`config.mk`:
```
export PLATFORM = sky130hd
export DESIGN_NAME = bp_be_fp_retire
export DESIGN_NICKNAME = d
export VERILOG_FILES = /design/src/rtl/bp_be_fp_retire.sv
export SDC_FILE = /design/constraint.sdc
export NUM_CORES = 1
export LEC_CHECK = 0
export ABC_CLOCK_PERIOD_IN_PS = 7750
export CORE_MARGIN = 2
export CORE_UTILIZATION = 40
export CTS_BUF_LIST = sky130_fd_sc_hd__clkbuf_8
export DETAILED_ROUTE_END_ITERATION = 8
export PLACE_DENSITY = 0.74
export SETUP_SLACK_MARGIN = 0.4
export SLEW_MARGIN = 5
export SYNTH_ARGS = -nofsm -noshare
export SYNTH_HDL_FRONTEND = slang
export SYNTH_SLANG_ARGS = --single-unit
```
`constraint.sdc`:
```
create_clock -name clk_i -period 7.75 [get_ports clk_i]
set_input_delay 1.1625 -clock clk_i [delete_from_list [all_inputs] [get_ports clk_i]]
set_output_delay 1.1625 -clock clk_i [all_outputs]
set_load 0.1 [all_outputs]
```
`src/rtl/bp_be_fp_retire.sv`:
```
// FP retire stage: carries FP results, flags and destination through a fixed-depth
// delay line with per-stage poison, then writes the FP register file and sticky fflags.
module bp_be_fp_retire #(
    parameter int unsigned pipe_depth_p     = 4,
    parameter int unsigned reg_data_width_p = 64,
    parameter int unsigned reg_addr_width_p = 5
) (
    input  logic                        clk_i,
    input  logic                        reset_i,
    input  logic                        valid_i,
    input  logic [reg_data_width_p-1:0] data_i,
    input  logic [4:0]                  fflags_i,
    input  logic [reg_addr_width_p-1:0] rd_addr_i,
    input  logic                        frf_w_v_i,
    input  logic                        stall_i,
    input  logic [pipe_depth_p-1:0]     poison_i,
    input  logic                        fflags_w_v_i,
    input  logic [4:0]                  fflags_w_data_i,
    output logic                        wb_v_o,
    output logic [reg_addr_width_p-1:0] wb_rd_addr_o,
    output logic [reg_data_width_p-1:0] wb_data_o,
    output logic                        commit_v_o,
    output logic [4:0]                  fflags_o
);

    localparam int unsigned last_lp = pipe_depth_p - 1;

    logic                        v_r      [pipe_depth_p];
    logic                        frf_w_r  [pipe_depth_p];
    logic [reg_addr_width_p-1:0] rd_r     [pipe_depth_p];
    logic [reg_data_width_p-1:0] data_r   [pipe_depth_p];
    logic [4:0]                  flags_r  [pipe_depth_p];
    logic [4:0]                  fflags_r;

    // Stage 0: a newly accepted op is not subject to poison until it has entered s[0].
    always_ff @(posedge clk_i) begin
        if (reset_i) begin
            v_r[0] <= 1'b0;
        end else if (stall_i) begin
            v_r[0] <= v_r[0] & ~poison_i[0];
        end else begin
            v_r[0] <= valid_i;
        end
    end

    always_ff @(posedge clk_i) begin
        if (!stall_i) begin
            frf_w_r[0] <= frf_w_v_i;
            rd_r[0]    <= rd_addr_i;
            data_r[0]  <= data_i;
            flags_r[0] <= fflags_i;
        end
    end

    for (genvar k = 1; k < pipe_depth_p; k++) begin : g_stage
        always_ff @(posedge clk_i) begin
            if (reset_i) begin
                v_r[k] <= 1'b0;
            end else if (stall_i) begin
                v_r[k] <= v_r[k] & ~poison_i[k];
            end else begin
                v_r[k] <= v_r[k-1] & ~poison_i[k-1];
            end
        end

        always_ff @(posedge clk_i) begin
            if (!stall_i) begin
                frf_w_r[k] <= frf_w_r[k-1];
                rd_r[k]    <= rd_r[k-1];
                data_r[k]  <= data_r[k-1];
                flags_r[k] <= flags_r[k-1];
            end
        end
    end

    always_comb begin
        commit_v_o   = v_r[last_lp] & ~poison_i[last_lp] & ~stall_i;
        wb_v_o       = commit_v_o & frf_w_r[last_lp];
        wb_rd_addr_o = rd_r[last_lp];
        wb_data_o    = data_r[last_lp];
    end

    // A CSR write overrides, and discards, flags committing in the same cycle.
    always_ff @(posedge clk_i) begin
        if (reset_i) begin
            fflags_r <= '0;
        end else if (fflags_w_v_i) begin
            fflags_r <= fflags_w_data_i;
        end else if (commit_v_o) begin
            fflags_r <= fflags_r | flags_r[last_lp];
        end
    end

    assign fflags_o = fflags_r;

endmodule

```
-- Word level (Yosys, flattened, before mapping)
Memories as Yosys holds them, arrays and structs flattened.
Index checks and enable logic that the tools add are counted.
- flip-flop bits (word level): 5
- RAM bits: 304
- input port bits: 89
- output and inout bits: 76
- logic and storage cells: 45
- memories kept: 5
- memory list (name ; words ; bits a word ; rd ports ; clocked after memory_dff ; write ports ; line ; RTL):
    data_r ; 4 ; 64 ; 4 ; 0 ; 4 ; 31 ; logic [reg_data_width_p-1:0] data_r [pipe_depth_p];
    flags_r ; 4 ; 5 ; 4 ; 0 ; 4 ; 32 ; logic [4:0] flags_r [pipe_depth_p];
    rd_r ; 4 ; 5 ; 4 ; 0 ; 4 ; 30 ; logic [reg_addr_width_p-1:0] rd_r [pipe_depth_p];
    frf_w_r ; 4 ; 1 ; 4 ; 0 ; 4 ; 29 ; logic frf_w_r [pipe_depth_p];
    v_r ; 4 ; 1 ; 4 ; 0 ; 4 ; 28 ; logic v_r [pipe_depth_p];
- multiplexer cells: 18
- bitwise logic cells: 20
- reduce and logical (&&, ||, !) cells: 1
- operator list (cell ; count):
    1-bit two-way mux ; 16
    5-bit two-way mux ; 2
    1-bit OR ; 8
    1-bit bitwise AND ; 6
    1-bit NOT ; 5
    5-bit OR ; 1
    2-bit nonzero test ; 1

-- Depth between registers and ports, before layout
Gate-level depths: netlist of the first run.
- depth in word-level cells: 5
- gate-level depth with buffers: 3
- mapped depth without buffers: 2

-- Least setup slack after synthesis of the first run
OpenSTA, ideal clock, no wires.
- path type: in2reg
- start: input stall_i
- end: memory data_r[0][0] (enable)
- library setup time: 0.650 ns
- data arrival time: 7.043 ns
- data required time: 7.100 ns
- setup slack: 0.057 ns
- stages on the path: 2
- buffers on the path: 1
- cells stage by stage: buf_6 inv_1
- RTL lines (element ; line ; RTL):
    start: declaration ; 15 ; input logic stall_i,
    end: declaration ; 31 ;

-- Final worst setup path of the first run
- start: input stall_i
- end: output wb_v_o
- longest elaborated chain between the ends: 3
- RTL lines (element ; line ; RTL):
    1-bit NOT ; 77 ; commit_v_o = v_r[last_lp] & ~poison_i[last_lp] & ~stall_i;
    1-bit bitwise AND ; 77 ;
    1-bit bitwise AND ; 78 ; wb_v_o = commit_v_o & frf_w_r[last_lp];
    end: declaration ; 19 ; output logic wb_v_o,
No other way between the ends.

==> results of run 1 <==
-- cells in the mapped netlist --
library cell and count:
edfxtp_1 304, inv_1 6, a221oi_1 5, dfxtp_1 5
nand4bb_1 5, nor2_1 5, a21oi_1 4, nand3b_1 4
or3b_1 3, and2_1 1, buf_2 1, buf_6 1
clkbuf_1 1, conb_1 1, nand2b_1 1, nor3b_1 1
-- sequential cells by signal, indices dropped and copies added, names as in the netlist --
register / count
rd_r: 20
data_r: 256
flags_r: 20
fflags_o: 5
frf_w_r: 4
v_r: 4
-- logic make-up (layout without fill, tap and decap cells) --
kind of cell	count (synthesis)	after routing
AOI/OAI and AO/OA	9	9
buffers and inverters	9	253
DFF	309	309
other	1	4
and+or+nand+nor	20	20
-- stage by stage --
stage / total power, mW / worst slack [ns] / cells / utilization [%]
after floorplan: 2.23 / 1.60 / 351 / -
after global placement: 2.32 / 3.20 / 833 / 49.4
after detailed placement: 2.33 / 3.16 / 833 / 49.4
after CTS: 3.55 / 3.16 / 914 / 53.0
after global routing: 3.64 / 3.04 / 914 / 53.0
final: 3.49 / 3.16 / 914 / 53.0
-- final cells by class --
type                       instances  area share [%]
clock buffer                      49            5.43
clock inverter                    32            1.48
inverter                           6           0.212
multi-input combinational         33            1.85
sequential                       309            74.4
tap                              319            3.22
timing repair buffer             166            13.4
-- power breakdown --
part	internal (mW)	total (mW)	switching, mW
Clock	0.649	1.20	0.553
Combinational	0.0788	0.293	0.214
Sequential	1.97	2.00	0.0295
-- path summary, 6_finish.rpt --
kind / from / endpoint / slack, ns / depth (start not counted)
setup reg to reg: v_r[1] / v_r[2] / 6.71 / 2
hold reg to reg: data_r[2][23] / data_r[3][23] / 0.41 / 0
setup / recovery: stall_i / wb_v_o / 3.16 / 4
hold / removal: data_r[2][23] / data_r[3][23] / 0.41 / 0
-- per-layer routing --
| layer | global-route usage (%) | vias up | share of wire (%) |
|---|---|---|---|
| li1 | - | 1836 | - |
| met3 | 4.08 | 23 | 6.9 |
| met5 | 0 | - | 0 |
| met1 | 12.3 | 1869 | 40 |
| met2 | 17.8 | 131 | 51 |
| met4 | 4.55 | 0 | 1.7 |
==> impl_results.md, run 1 <==
* Status: completed
* Post-synthesis xor/xnor area fraction at 0%
* Proportion of synthesized area in mux cells at 0%
* Total wire length at 13.6 mm
* Post-route clock period utilization at between 50% and 60%
* Adder-Cell Fraction of Synth Area at 0%
* DRT iter0 DRCs at ~270
* Max clock buf depth at 3
* Number of diodes at 0
* Hold Path Class: flop to flop
* H-tree levels at 2
* Clock transition at the registers of the reported paths at 0.06 ns
* CTS resizes at 0
* Pwr dens at between 200 and 300 nW/um^2
* Area fraction in compound gates after synthesis at less than 1%
* Num ports at 165
* # port buffers at approximately 160
* Commonest non-fill, non-tap cells in the layout: edfxtp_1 (304), clkdlybuf4s50_1 (164), clkbuf_8 (49)
* Post-synth top area cell: edfxtp_1
* Largest net degree at the start of global routing at 202
* Worst Skew at 0.0229 ns
* Leakage at 4.27 nW
* Worst EP arrival at between 3 and 4 ns
* Vias per std cell at 4.22
* CP peak stage delay at between 1 and 1.5 ns
* RSZ-0062 raised after global routing: no
* CTS tree: done
* Syn Inst Count at 348
* Crit-path slowest cell: clkdlybuf4s50_1
* Synth Warn # at 0
* Number of cell rows at 56
* Placed cell area at 11600 sq um
* Peak Freq at approximately 220 MHz
* Post-synth top area share at between 90% and 100%
* WP buf/inv at 2
* First-pass GRT wire length at 20.3 mm
* Area contributors post-synth: edfxtp_1 (96%), dfxtp_1 (1.1%), nand4bb_1 (0.59%), a221oi_1 (0.46%), nand3b_1 (0.32%)
* Gr usage total at 10.7%
* Antenna violations before repair at 1
* Sequential cell area at 9230 sq um
* Setup crit end kind: primary output
* 1st-pass router iterations at 4
* Post-CTS setup buffers at 0
* CP dominant cell by count: clkdlybuf4s50_1
* Multi-input logic area at around 230 sq um
* Slew Viols, Final at 0
* Fillers at roughly 1800
* Netlist Area Pre-Place at roughly 9500 sq um
* Seq cells post-synth at 309
* Die Y at 158 um
* DR vias at 3859
* Critical path required time at about 6.6 ns
* Post-layout instance area at 12400 sq um
* Mapped Avg Cell Area at 27.3 sq um
* Setup_tns at 0 ns
* Sequential area share after synthesis at 97.2%
* Most common cell after layout, fill and taps aside: edfxtp_1
* Max VDD drop at 0.145 mV
* Hold-fix buffers at CTS at 0
* Vias in the first global route at 3982
* Cell family contributing the most delay on the critical path: buffers and inverters
* Cts bufs inserted at between 40 and 50
* CP Launch Type: primary input
* RD Place Congestion at 0.759
* Worst skew pair latency at approximately 0.52 ns
* CORE AREA at 23400 sq um
* Worst relative slew slack at about a fifth
* Cell Chain, Critical Path: clkdlybuf4s50_1 > nor3b_1 > and2_1 > clkdlybuf4s50_1
* Routed Antenna Nets at 0
* Worst hold margin at 0.412 ns
* Tmin final at 4.59 ns
* Largest family of logic cells by synthesized area: simple AND/OR/NAND/NOR gates
* Clock sink total at 309
* Wire per inst at around 15 um
* Max cap viols at 0
* Total grt overflow at 0
* Highest fanout seen on the critical path at 15
* Layout area overhead at 30.8%
* Fin nets at 652
* Final setup viols at 0
* Critical path type: primary input to primary output
* Layout cells sized above 1 at about a tenth
* Worst-margin pin slew at ~1.2 ns
* Die width at 158 um
* # DRC at 0
* Die Area at ~25000 sq um
* Synth cell types at 16
* Final Hold Vio Count at 0
* Root buffer cell: clkbuf_8
* HPWL after DPL at about 8 mm
* Synth Area in Simple Gates at 1.60%
* Initial Utilization at ~41%
Note: power is estimated with default switching activity, not from simulation.
==> inputs of run 2 (changes only) <==
--- a/config.mk
+++ b/config.mk
@@ -5,7 +5,7 @@
 export SDC_FILE = /design/constraint.sdc
 export NUM_CORES = 1
 export LEC_CHECK = 0
-export ABC_CLOCK_PERIOD_IN_PS = 7750
+export ABC_CLOCK_PERIOD_IN_PS = 3810
 export CORE_MARGIN = 2
 export CORE_UTILIZATION = 40
 export CTS_BUF_LIST = sky130_fd_sc_hd__clkbuf_8
==> constraint.sdc (replaced) <==
create_clock -name clk_i -period 3.81 [get_ports clk_i]
set_input_delay 0.5715 -clock clk_i [delete_from_list [all_inputs] [get_ports clk_i]]
set_output_delay 0.5715 -clock clk_i [all_outputs]
set_load 0.1 [all_outputs]
==> run 2 against run 1 <==
Against the previous run:
- critical path type is now primary input to flop
- clock skew fell by 0.0045 ns
- first-iteration DRC count down 34%
- via count up 1.7%
- total power is 110% higher
- global-route usage rose by 0.22 points
- utilization up 0.28 points
- highest routed layer is now met5
- sequential share of layout area decreased by 0.40 points
- worst setup slack got worse by 2.1 ns
- design area is 0.53% higher
==> impl_results.md, run 2 (same netlist as run 1, synthesis figures left out) <==
* Hold Path Origin: data_r[2][43] (was data_r[2][23])
* Total grt overflow at 0 (unchanged)
* RSZ-0062 raised after global routing: no (unchanged)
* Max cap viols at 0 (unchanged)
* Layout area overhead at 31.5% (was 30.8%)
* Post-route clock period utilization at 73.2%
* Top Registers: data_r x256, flags_r x20, rd_r x20 (unchanged)
* Vias per std cell at 4.24 (was 4.22)
* Clock transition at the registers of the reported paths at 0.06 ns (about the same)
* DP Worst Slack at 0.435 ns (was 3.16 ns)
* Antenna violations before repair at 1 (unchanged)
* Critical path type: primary input to flop (was primary input to primary output)
* Clock sink total at 309 (unchanged)
* Cts bufs inserted at 49 (was 47)
* Number of cell rows at 56 (unchanged)
* Largest net degree at the start of global routing at 185 (was 202)
* Worst r2r dst: v_r[1] (was v_r[2])
* CP Launch Type: primary input (unchanged)
* CTS resizes at 0 (unchanged)
* Die Y at 158 um (unchanged)
* Highest fanout seen on the critical path at 184 (was 15)
* CORE AREA at 23400 sq um (unchanged)
* Worst Skew at 0.0184 ns (was 0.0229 ns)
* CTS tree: done (unchanged)
* Most common cell after layout, fill and taps aside: edfxtp_1 (unchanged)
* Num ports at 165 (unchanged)
* Cell family contributing the most delay on the critical path: buffers and inverters (unchanged)
* Worst skew pair latency at 0.55 ns (was 0.52 ns)
* Pwr dens at 579 nW/um^2 (was 281 nW/um^2)
* Total power at 7.23 mW (was 3.49 mW)
* # DRC at 0 (unchanged)
* Status: completed (unchanged)
* Vias in the first global route at 4087 (was 3982)
* Worst EP arrival at 2.95 ns (was 3.42 ns)
* RD Place Congestion at 0.697 (was 0.759)
* Leakage at 4.29 nW (was 4.27 nW)
* Setup crit end kind: flop (was primary output)
* Routed Antenna Nets at 0 (unchanged)
* Gr usage total at 10.9% (was 10.7%)
* Hold-fix buffers at CTS at 0 (unchanged)
* Fillers at 1885 (was 1848)
* Wire per inst at 14.8 um (about the same)
* Largest register by flop count: data_r (unchanged)
* DR vias at 3926 (was 3859)
* WP buf/inv at 4 (was 2)
* Max clock buf depth at 3 (unchanged)
* Worst-margin pin slew at 1.02 ns (was 1.21 ns)
* Number of diodes at 0 (unchanged)
* Total wire length at 13.7 mm (was 13.6 mm)
* CP peak stage delay at 0.80 ns (was 1.12 ns)
* FF-to-FF setup slack at 2.78 ns (was 6.71 ns)
* Post-CTS setup buffers at 0 (unchanged)
* Layout cells sized above 1 at 11.9% (was 10.3%)
* Critical path required time at 3.97 ns (was 6.59 ns)
* Worst hold path cell count at 0 (unchanged)
* Worst relative slew slack at 32.1% (was 19.2%)
* Commonest non-fill, non-tap cells in the layout: edfxtp_1 (304), clkdlybuf4s50_1 (162), clkbuf_8 (49) (was edfxtp_1 (304), clkdlybuf4s50_1 (164), clkbuf_8 (49))
* Initial Utilization at 40.6% (unchanged)
* Hold Path Class: flop to flop (unchanged)
* H-tree levels at 2 (unchanged)
* Root buffer cell: clkbuf_8 (unchanged)
* Final WS setup at 1.02 ns (was 3.16 ns)
* Final Hold Vio Count at 0 (unchanged)
* Final setup viols at 0 (unchanged)
* Fin nets at 655 (was 652)
* Peak Freq at 358 MHz
* First-pass GRT wire length at 20.8 mm (was 20.3 mm)
* Die Area at 25000 sq um (unchanged)
* Max reg flops at 256 (unchanged)
* Crit-path slowest cell: buf_4 (was clkdlybuf4s50_1)
* # port buffers at 164 (unchanged)
* Final Util at 53.3% (was 53.0%)
* Worst r2r path cells at 2 (unchanged)
* 1st-pass router iterations at 4 (unchanged)
* Tmin final at 2.79 ns
* Worst R2R Start: v_r[0] (was v_r[1])
* Die width at 158 um (unchanged)
* Cell Chain, Critical Path: clkdlybuf4s50_1 > clkinvlp_4 > buf_12 > buf_4 (was clkdlybuf4s50_1 > nor3b_1 > and2_1 > clkdlybuf4s50_1)
* DRT iter0 DRCs at 176 (was 265)
* Max VDD drop at 0.295 mV (was 0.145 mV)
* Slew Viols, Final at 0 (unchanged)
* Hold EP: data_r[3][43] (was data_r[3][23])
[run 2: changes by cell type in the layout (fill, tap and decap cells not counted), sizes merged]
cell	delta
clkinvlp	+2
buf	+3
clkdlybuf4s50	-2
clkinv	+11
inv	-2
[run 2: final cells by class]
type,instances,area [sq um],area share [%]
Clock buffer,49,674,5.40
Clock inverter,43,248,1.99
Inverter,6,26.3,0.211
Multi-Input combinational cell,33,230,1.84
Sequential cell,309,9230,74.0
Tap cell,319,399,3.20
Timing Repair Buffer,167,1670,13.4
[run 2: worst reg2reg max path: stages, from the launching register on]
cell and delay (ns):
edfxtp_1 0.35, or3b_1 0.35, a21oi_1 0.17
[run 2: metal layers]
| metal | track usage, % | part of all wire [%] |
|---|---|---|
| met5 | 0 | 0.095 |
| met4 | 5.23 | 3.2 |
| met3 | 3.97 | 7.0 |
| met2 | 17.8 | 50 |
| met1 | 12.8 | 40 |
[run 2: power breakdown]
part | internal, mW | switching [mW]
combinational | 0.161 | 0.436
sequential | 4.00 | 0.0604
clock | 1.35 | 1.22
total | 5.52 | 1.71
[run 2: how the worst max path moves through the flow]
stage / depth (start not counted) / slack (ns) / start / to
2_1_floorplan: 2 / -1.74 / stall_i / data_r[0][0]
3_3_place_gp: 4 / 0.59 / stall_i / data_r[0][25]
3_5_place_dp: 4 / 0.43 / stall_i / data_r[3][9]
4_1_cts: 4 / 1.02 / stall_i / data_r[1][62]
5_1_grt: 4 / 0.82 / stall_i / data_r[2][33]
6_report: 4 / 1.02 / stall_i / data_r[2][23]
[run 2: stage by stage]
stage	cells	instance area, sq um	TNS (ns)	hold WS, ns
after detailed placement	834	11600	0	0.405
after global routing	926	12500	0	0.412
after CTS	926	12500	0	0.413
after floorplan	351	9510	-522.66	0.400
after global placement	834	11600	0	0.400
final	926	12500	0	0.410
==> inputs of run 3 (changes only) <==
--- a/config.mk
+++ b/config.mk
@@ -5,7 +5,7 @@
 export SDC_FILE = /design/constraint.sdc
 export NUM_CORES = 1
 export LEC_CHECK = 0
-export ABC_CLOCK_PERIOD_IN_PS = 3810
+export ABC_CLOCK_PERIOD_IN_PS = 2200
 export CORE_MARGIN = 2
 export CORE_UTILIZATION = 40
 export CTS_BUF_LIST = sky130_fd_sc_hd__clkbuf_8
==> constraint.sdc (replaced) <==
create_clock -name clk_i -period 2.2 [get_ports clk_i]
set_input_delay 0.33 -clock clk_i [delete_from_list [all_inputs] [get_ports clk_i]]
set_output_delay 0.33 -clock clk_i [all_outputs]
set_load 0.1 [all_outputs]
==> run 3 against run 2 <==
Against the previous run:
- critical path depth is 1 lower
- clock skew is 0.0032 ns higher
- count of clock-buffer cells in the layout stayed put
- clock power is 83% higher
- register-to-register slack worse by 1.6 ns
- total power is 77% higher
- first-iteration DRC count is 32% higher
- cell count is 0.22% higher
- via count is 2.3% higher
- utilization stayed put
- largest cell class unchanged
==> impl_results.md, run 3 (same netlist as run 1, synthesis figures left out) <==
* Final WS setup at 0.445 ns (was 1.02 ns)
* Cts bufs inserted at 48 (was 49)
* Root buffer cell: clkbuf_8 (unchanged)
* Most common cell after layout, fill and taps aside: edfxtp_1 (unchanged)
* Layout cells sized above 1 at 25.6% (was 11.9%)
* Cell Chain, Critical Path: nor3b_4 > and2_4 > buf_12 (was clkdlybuf4s50_1 > clkinvlp_4 > buf_12 > buf_4)
* Fin nets at 661 (was 655)
* Setup crit end kind: primary output (was flop)
* Pwr dens at 1020 nW/um^2 (was 579 nW/um^2)
* Wire per inst at 15.2 um (was 14.8 um)
* Max reg flops at 256 (unchanged)
* Tmin final at 1.76 ns
* Comb power frac at 8.1% (was 8.3%)
* DRT iter0 DRCs at 232 (was 176)
* Final setup viols at 0 (unchanged)
* Post-route clock period utilization at between 70 and 80%
* CP Launch Type: flop (was primary input)
* First-pass GRT wire length at 20.8 mm (about the same)
* 1st-pass router iterations at 4 (unchanged)
* Fillers at 1830 (was 1885)
* Critical path required time at 1.87 ns (was 3.97 ns)
* CTS tree: done (unchanged)
* Placed Instances at 840 (was 834)
* CORE AREA at 23400 sq um (unchanged)
* H-tree levels at 2 (unchanged)
* Clk network pwr share at 36.9% (was 35.6%)
* Layout area overhead at 31.5% (unchanged)
* Die width at 158 um (unchanged)
* # port buffers at 164 (unchanged)
* Vias in the first global route at 4169 (was 4087)
* Max cap viols at 0 (unchanged)
* Seq pwr share at 55.1% (was 56.2%)
* Worst R2R Start: v_r[3] (was v_r[0])
* Die Y at 158 um (unchanged)
* Clock transition at the registers of the reported paths at 0.07 ns (was 0.06 ns)
* Die Area at 25000 sq um (unchanged)
* DP Worst Slack at 0.237 ns (was 0.435 ns)
* CP startpoint: v_r[3] (was stall_i)
* Critical path type: flop to primary output (was primary input to flop)
* Max clock buf depth at 3 (unchanged)
* CP peak stage delay at 0.39 ns (was 0.80 ns)
* Hold-fix buffers at CTS at 0 (unchanged)
* Largest register by flop count: data_r (unchanged)
* Status: completed (unchanged)
* Slew Viols, Final at 0 (unchanged)
* Final Util at 53.3% (unchanged)
* # DRC at 0 (unchanged)
* Crit-path slowest cell: edfxtp_1 (was buf_4)
* Number of cell rows at 56 (unchanged)
* Commonest non-fill, non-tap cells in the layout: edfxtp_1 (304), clkdlybuf4s50_1 (86), buf_4 (79) (was edfxtp_1 (304), clkdlybuf4s50_1 (162), clkbuf_8 (49))
* Final Hold Vio Count at 0 (unchanged)
* Clock sink total at 309 (unchanged)
* Antenna violations before repair at 1 (unchanged)
* Leakage at 4.43 nW (was 4.29 nW)
* Net Sw Frac at 22.8% (was 23.7%)
* Worst relative slew slack at 66.1% (was 32.1%)
* Max VDD drop at 0.515 mV (was 0.295 mV)
* RD Place Congestion at 0.719 (was 0.697)
* Non-Filler Instances at 928 (was 926)
* Routed Antenna Nets at 0 (unchanged)
* Peak Freq at approximately 570 MHz
* Vias per std cell at 4.33 (was 4.24)
* Hold Path Class: primary input to flop (was flop to flop)
* Top Registers: data_r x256, flags_r x20, rd_r x20 (unchanged)
* Total grt overflow at 0 (unchanged)
* Worst Skew at 0.0215 ns (was 0.0184 ns)
* Int Power at 9.86 mW (was 5.52 mW)
* Worst hold margin at 0.330 ns (was 0.410 ns)
* Worst-margin pin slew at 0.509 ns (was 1.02 ns)
* Total wire length at 14.1 mm (was 13.7 mm)
* HPWL after DPL at roughly 8.9 mm
* Total power at 12.8 mW (was 7.23 mW)
* Net Sw Power at 2.91 mW (was 1.71 mW)
* Hold Path Origin: rd_addr_i[4] (was data_r[2][43])
* Gr usage total at 11.0% (was 10.9%)
* RSZ-0062 raised after global routing: yes (was no)
* Num ports at 165 (unchanged)
* DR vias at 4017 (was 3926)
* Worst EP arrival at 1.43 ns (was 2.95 ns)
* Largest net degree at the start of global routing at 97 (was 185)
* Worst skew pair latency at 0.55 ns (about the same)
* Initial Utilization at 40.6% (unchanged)
* Highest fanout seen on the critical path at 2 (was 184)
run 3: critical path: cells and delay by family (launching register included):
kind,cells,cell delay (ns)
buffers and inverters,1,0.16
and+or+nand+nor,2,0.35
DFF,1,0.39
run 3: power groups by stage:
stage | logic (mW) | clock network, mW | registers [mW]
2_1_floorplan | 0.112 | 0 | 7.73
3_3_place_gp | 1.02 | 0 | 7.14
3_5_place_dp | 1.04 | 0 | 7.16
4_1_cts | 1.04 | 4.89 | 7.04
5_1_grt | 1.07 | 5.15 | 7.07
6_report | 1.03 | 4.71 | 7.03
run 3: metal layers:
layer / vias up / routed length [um] / GRT usage, %
met3: 41 / 1180 / 4.02
met1: 1949 / 5500 / 12.7
met4: 0 / 406 / 6.13
met2: 165 / 6980 / 18.0
met5: - / 0 / 0
li1: 1862 / - / -
run 3: final cells by class:
| class | count | area, sq um | share of cell area, % |
|---|---|---|---|
| Antenna cell | 3 | 7.51 | 0.0602 |
| Timing Repair Buffer | 174 | 1620 | 12.9 |
| Clock buffer | 49 | 674 | 5.40 |
| Inverter | 6 | 26.3 | 0.211 |
| Sequential cell | 309 | 9230 | 74.0 |
| Tap cell | 319 | 399 | 3.20 |
| Clock inverter | 35 | 283 | 2.27 |
| Multi-Input combinational cell | 33 | 244 | 1.96 |
run 3: final timing paths:
path	endpoint	slack, ns	cells past startpoint
worst min-delay path	rd_r[0][4]	0.33	1
worst min register to register	data_r[3][2]	0.41	0
worst max-delay path	wb_v_o	0.44	3
worst max register to register	fflags_o[0]	1.15	3
run 3: metrics by stage:
| step | area (sq um) | setup TNS [ns] |
|---|---|---|
| CTS | 12500 | 0 |
| global placement | 11500 | 0 |
| detailed placement | 11500 | 0 |
| finish | 12500 | 0 |
| floorplan | 9510 | -935.15 |
| global route | 12500 | 0 |
run 3: what timing repair did:
item	in CTS	in global routing
buffers inserted	1	0
gates resized for setup	3	2
setup endpoints to repair	2	2
